### src/rtl/uart_tx_fifo.sv
// uart_tx_fifo: TX holding FIFO with a first-word fall-through head byte and its parity bit.
// Optional sticky overflow flag is built when `UART_TX_FIFO_OVERFLOW_EN is defined.
module uart_tx_fifo #(
    parameter int DEPTH  = 16,
    parameter int DATA_W = 8,
    localparam int AW    = $clog2(DEPTH),
    localparam int PTR_W = AW + 1
) (
    input  logic              clk_i,
    input  logic              rst_i,
    input  logic              flush_i,
    input  logic              odd_parity_i,
    input  logic [DATA_W-1:0] wr_data_i,
    input  logic              wr_valid_i,
    output logic              wr_ready_o,
    output logic [DATA_W-1:0] rd_data_o,
    output logic              rd_parity_o,
    output logic              rd_valid_o,
    input  logic              rd_ready_i,
    output logic [PTR_W-1:0]  count_o,
    output logic              overflow_o,
    input  logic              ovf_clear_i
);

    function automatic logic parity_bit(input logic [DATA_W-1:0] d, input logic odd);
        return (^d) ^ odd;
    endfunction

    logic [DATA_W-1:0] mem [DEPTH];
    logic [PTR_W-1:0]  wr_ptr;
    logic [PTR_W-1:0]  rd_ptr;
    logic              empty;
    logic              full;
    logic              push;
    logic              pop;

    // The pointer MSB is a wrap bit: equal low bits mean empty or full depending on it.
    assign empty = (wr_ptr == rd_ptr);
    assign full  = (wr_ptr[AW-1:0] == rd_ptr[AW-1:0]) && (wr_ptr[AW] != rd_ptr[AW]);

    assign wr_ready_o = !full;
    assign rd_valid_o = !empty;
    assign push       = wr_valid_i && wr_ready_o;
    assign pop        = rd_valid_o && rd_ready_i;

    assign count_o     = wr_ptr - rd_ptr;
    assign rd_data_o   = empty ? '0 : mem[rd_ptr[AW-1:0]];
    assign rd_parity_o = parity_bit(rd_data_o, odd_parity_i);

    always_ff @(posedge clk_i) begin
        if (push && !flush_i && !rst_i) begin
            mem[wr_ptr[AW-1:0]] <= wr_data_i;
        end
    end

    // Flush behaves like reset for the pointers but leaves the overflow flag alone.
    always_ff @(posedge clk_i) begin
        if (rst_i || flush_i) begin
            wr_ptr <= '0;
            rd_ptr <= '0;
        end else begin
            if (push) wr_ptr <= wr_ptr + 1'b1;
            if (pop)  rd_ptr <= rd_ptr + 1'b1;
        end
    end

`ifdef UART_TX_FIFO_OVERFLOW_EN
    logic ovf_q;

    // Set has priority over clear so a drop in the clearing cycle is not lost.
    always_ff @(posedge clk_i) begin
        if (rst_i) begin
            ovf_q <= 1'b0;
        end else if (wr_valid_i && !wr_ready_o) begin
            ovf_q <= 1'b1;
        end else if (ovf_clear_i) begin
            ovf_q <= 1'b0;
        end
    end

    assign overflow_o = ovf_q;
`else
    logic unused_ovf_clear;

    assign unused_ovf_clear = ovf_clear_i;
    assign overflow_o       = 1'b0;
`endif

endmodule

### config.mk
export PLATFORM = sky130hd
export DESIGN_NAME = uart_tx_fifo
export DESIGN_NICKNAME = d
export VERILOG_FILES = /design/src/rtl/uart_tx_fifo.sv
export SDC_FILE = /design/constraint.sdc
export NUM_CORES = 1
export LEC_CHECK = 0
export CAP_MARGIN = 15
export CELL_PAD_IN_SITES_DETAIL_PLACEMENT = 1
export CELL_PAD_IN_SITES_GLOBAL_PLACEMENT = 2
export CORE_MARGIN = 2
export CORE_UTILIZATION = 30
export DETAILED_ROUTE_END_ITERATION = 8
export PLACE_DENSITY_LB_ADDON = 0.3
export RECOVER_POWER = 50
export SYNTH_ARGS = -nofsm -noshare
export SYNTH_HDL_FRONTEND = slang
export SYNTH_SLANG_ARGS = --single-unit
export TNS_END_PERCENT = 10
### constraint.sdc
create_clock -name clk_i -period 3.6 [get_ports clk_i]
set_input_delay 0.72 -clock clk_i [delete_from_list [all_inputs] [get_ports clk_i]]
set_output_delay 0.72 -clock clk_i [all_outputs]
set_load 0.05 [all_outputs]
### Word level (Yosys, flattened, before mapping)

Memory sizes are Yosys's and may differ from the RTL's. A register that Yosys moved wholly into a read port is not among the register bits.
Cells that the tools add are included.

| operators by class | value |
|---|---|
| add/sub/neg operators | 3 |
| $mul | 0 |
| divide/modulo/power cells | 0 |
| $lt $le $gt $ge | 0 |
| equal/unequal tests | 3 |
| shift operators | 0 |
| muxes and demuxes | 5 |
| bitwise gates (word level) | 1 |
| reductions and logical operators | 11 |

Operator list:

| operator | count |
|---|---|
| adder 5 x 1 -> 5 bit (second input constant) | 2 |
| two-way mux 4 bit | 2 |
| two-way mux 8 bit | 1 |
| XOR reduction 8 bit | 1 |
| equality test 5 bit | 1 |
| logical AND 1 bit | 5 |
| subtractor 5 bit | 1 |
| equality test 4 bit | 1 |
| logical NOT 1 bit | 4 |
| two-way mux 1 bit | 2 |
| logical OR 1 bit | 1 |
| inequality test 1 bit | 1 |
| XOR 1 bit | 1 |

| word-level totals | value |
|---|---|
| register bits | 10 |
| latch bits | 0 |
| RAM bits | 128 |
| bits in read-only memories | 0 |
| input port bits | 15 |
| output and inout port bits | 17 |
| memories | 1 |

Memories:

| memory | words | bits a word | rd ports | clocked after Yosys merged registers in | write ports | line | source |
|---|---|---|---|---|---|---|---|
| mem | 16 | 8 | 1 | 1 | 1 | 29 | `logic [DATA_W-1:0] mem [DEPTH];` |

### Logic depth before layout (Yosys ltp)

| logic depth | value |
|---|---|
| depth after elaboration | 8 |
| depth in mapped cells | 10 |

### Worst setup path before layout

No wires, ideal clock.

| timing path | value |
|---|---|
| path type | reg2out |
| from | register with a tool-made name |
| to | output port rd_parity_o |
| arrival time | 2.932 ns |
| required time | 2.880 ns |
| setup slack | -0.052 ns |
| stages on the path, launching flop included | 9 |
| buffers on the path | 1 |
| path through | dfxtp_1 buf_6 mux4_2 mux4_2 xnor2_2 xnor2_1 xnor2_1 nand2_1 xnor2_1 |

RTL lines:

| what | line | source |
|---|---|---|
| end: declaration | 17 | `output logic rd_parity_o,` |

==> impl_metrics.csv <==
group,metric,value,unit
status,status,"finished with violations",
worst_hold_path,hold_path.class,"reg -> reg",
cells_and_area,fin_nets,416,
sta,worst_pin_slew,0.745,ns
cells_and_area,antenna_cells,0,
pwr,power_density,496,nW/um^2
cells_and_area,drive_above_1_share,26.7,%
logic_synthesis,netlist_instances,327,
setup_path,cp.arrival,3.01,ns
drt,wl_per_cell,20.4,um
grt,track_usage,14.1,%
cts,clock_sinks,142,
placement,dp.cells,631,
worst_hold_path,min_from,"wr_ptr[4]",
logic_synthesis,yosysUniqueCellTypes,32,
drt,num_vias,3056,
setup_path,crit_type,"reg -> out",
cells_and_area,mostFrequentLayoutCells,"128 x edfxtp_1, 30 x buf_4, 28 x nor2_1",
sta,setup_violations,1,
sta,fin_crit_sh,104,%
cells_and_area,final_cell_count_no_fill,669,
logic_synthesis,yosys_warnings,0,
status,violations,"setup timing",
drt,ant_nets,0,
sta,rsz0062_at_grt,"yes",
placement,hpwlAfterDp,8.89,mm
setup_path,worst_r2r_endpoint,"mem[8][2]",
drt,drt_iter0_markers,162,
sta,relSlewSlack,50.3,%
setup_path,reg2reg_from,"wr_ptr[2]",
cts,hold_buffers,0,
logic_synthesis,synth-main-ff-cell,"edfxtp_1",
sta,max_freq,268,MHz
floorplanning,pin_count,32,
cells_and_area,final_common_cell,"edfxtp_1",
logic_synthesis,synthDominantCellAreaShare,64.6,%
cts,root_buffer,"clkbuf_16",
placement,pre_cts_ws,0.0284,ns
pwr,power_frac_clock,46.5,%
pwr,p_comb_share,4.6,%
setup_path,crit_required,2.88,ns
drt,routed_wl,13.6,mm
cts,clk_latency,0.42,ns
grt,grt_max_degree,31,
drt,drc_errors,0,
placement,place.gp.congestion,0.708,
logic_synthesis,ys_seq_area_share,69.3,%
sta,finalWorstSetupSlack,-0.135,ns
floorplanning,die-height,145,um
placement,numPortBuffers,29,
logic_synthesis,postSynthAreaPerCell,18.2,um^2
drt,via_per_inst,4.57,
setup_path,cp-end-kind,"primary output",
drt,dr.pass1.iters,4,
sta,skew,0.0117,ns
sta,period_needed,3.73,ns
grt,antenna_found_initial,0,
logic_synthesis,ys_seq_elements,142,
pwr,switching_power,0.752,mW
pwr,p_seq_share,48.9,%
logic_synthesis,async_reset_ff_share,0,%
setup_path,cp_max_fo,7,
grt,grt_pass1_vias,3314,
logic_synthesis,syn-num-nets,352,
sta,hold_viol_final,0,
setup_path,critPathCapture,"rd_parity_o",
floorplanning,rows,51,
grt,grt_pass1_wl,20.4,mm
cts,cts_buffer_depth,2,
pwr,power.internal,2.94,mW
setup_path,worstRegToRegCells,8,
grt,grt.overflow.total,0,
cts,clkTransAtPathRegs,0.06,ns
floorplanning,core_area,19500,um^2
floorplanning,die_area,21000,um^2
cts,cts_buffers,17,
logic_synthesis,yosys-top-cells-area,"edfxtp_1 65%, mux4_2 9.8%, mux4_1 4.9%",
pwr,ir_worst_vdd,0.386,mV
floorplanning,dieWidth,145,um
cells_and_area,area_delta_synth_final,24.9,%
floorplanning,initial_utilization,30.6,%
logic_synthesis,yosys.area.top_type,"edfxtp_1",
sta,finalMaxSlewViolations,0,
run,cap_violations,0,
logic_synthesis,synth_area,5950,um^2
worst_hold_path,whs_path_depth,2,
pwr,swShare,20.4,%
cts,htree_levels,4,
logic_synthesis,synth-edff-count,128,
pwr,power.leakage,2.46,nW
sta,hold_ws,0.510,ns
setup_path,cp-start-kind,"flop",
cts,cts_tree,"done",
setup_path,r2r_slack,0.60,ns
[cells by family after synthesis]
logic type	share of synthesized area [%]
mux	15.2
other cells	0.0630
buf+inv	2.06
flops	69.3
simple gates	5.38
compound gates	1.51
xor+xnor	4.25
fa+ha+maj	2.23
[power groups by stage]
stage,clock network [mW],registers [mW],logic [mW]
CTS,1.75,1.80,0.169
global route,1.80,1.80,0.182
detailed placement,0,1.84,0.167
finish,1.72,1.80,0.169
global placement,0,1.84,0.164
floorplan,0,1.84,0.0920
[routing by layer]
metal,track usage [%],wire [um],vias to the layer above
met5,0,0,-
met4,5.67,319,0
met3,4.51,612,21
met2,22.4,6620,61
met1,17.9,6080,1576
li1,-,-,1398
[critical path, stage by stage, from the launching register on]
cell and delay [ns]:
dfxtp_4 0.44, buf_8 0.16, mux4_2 0.57, xnor2_2 0.16, xnor2_1 0.12, mux4_2 0.50
xnor2_2 0.14, nand2_1 0.10, xnor2_2 0.22, buf_12 0.16
[synthesized netlist by cell type, drive strengths merged (3+ instances only)]
library cell / instances
nor2: 28
nand3: 4
nor3: 4
mux4: 37
nor2b: 11
buf: 7
a22oi: 3
ha: 9
xor2: 5
clkbuf: 7
nand2: 10
a31oi: 3
a21oi: 4
mux2i: 3
xnor2: 23
nand4: 4
edfxtp: 128
nand2b: 4
inv: 10
dfxtp: 14
[worst min path at each step]
stage,end
after floorplan,wr_ptr[4]
after global placement,wr_ptr[4]
after detailed placement,wr_ptr[4]
after CTS,wr_ptr[4]
after global routing,wr_ptr[4]
final,wr_ptr[4]
[flip-flops by register name (all words and copies together), names as in the netlist, named ones only]
register  count
wr_ptr        5
mem         128
rd_ptr        5
[per-stage QoR]
step / area, um^2 / util (%) / power (mW) / TNS [ns]
floorplan: 5960 / - / 1.93 / 0
global placement: 6690 / 34.4 / 2.00 / 0
detailed placement: 6690 / 34.4 / 2.01 / 0
CTS: 7340 / 37.7 / 3.72 / -0.191
global route: 7430 / 38.2 / 3.79 / -0.441
finish: 7430 / 38.2 / 3.69 / -0.135
[timing repair]
item | CTS | global route
buffers inserted | 1 | 3
pin swaps | 1 | 6
resized for setup | 8 | 9
endpoints found under the setup margin | 1 | 2
gates cloned | 1 | 1
[layout make-up]
class,count,area [um^2]
fillers,1937,12000
well taps,265,332
clock inverters,15,153
flip-flops and latches,142,4130
inverters,10,37.5
multi-input cells,161,1760
clock buffers,17,425
repair buffers,59,591
(Power assumes the default switching activity.)
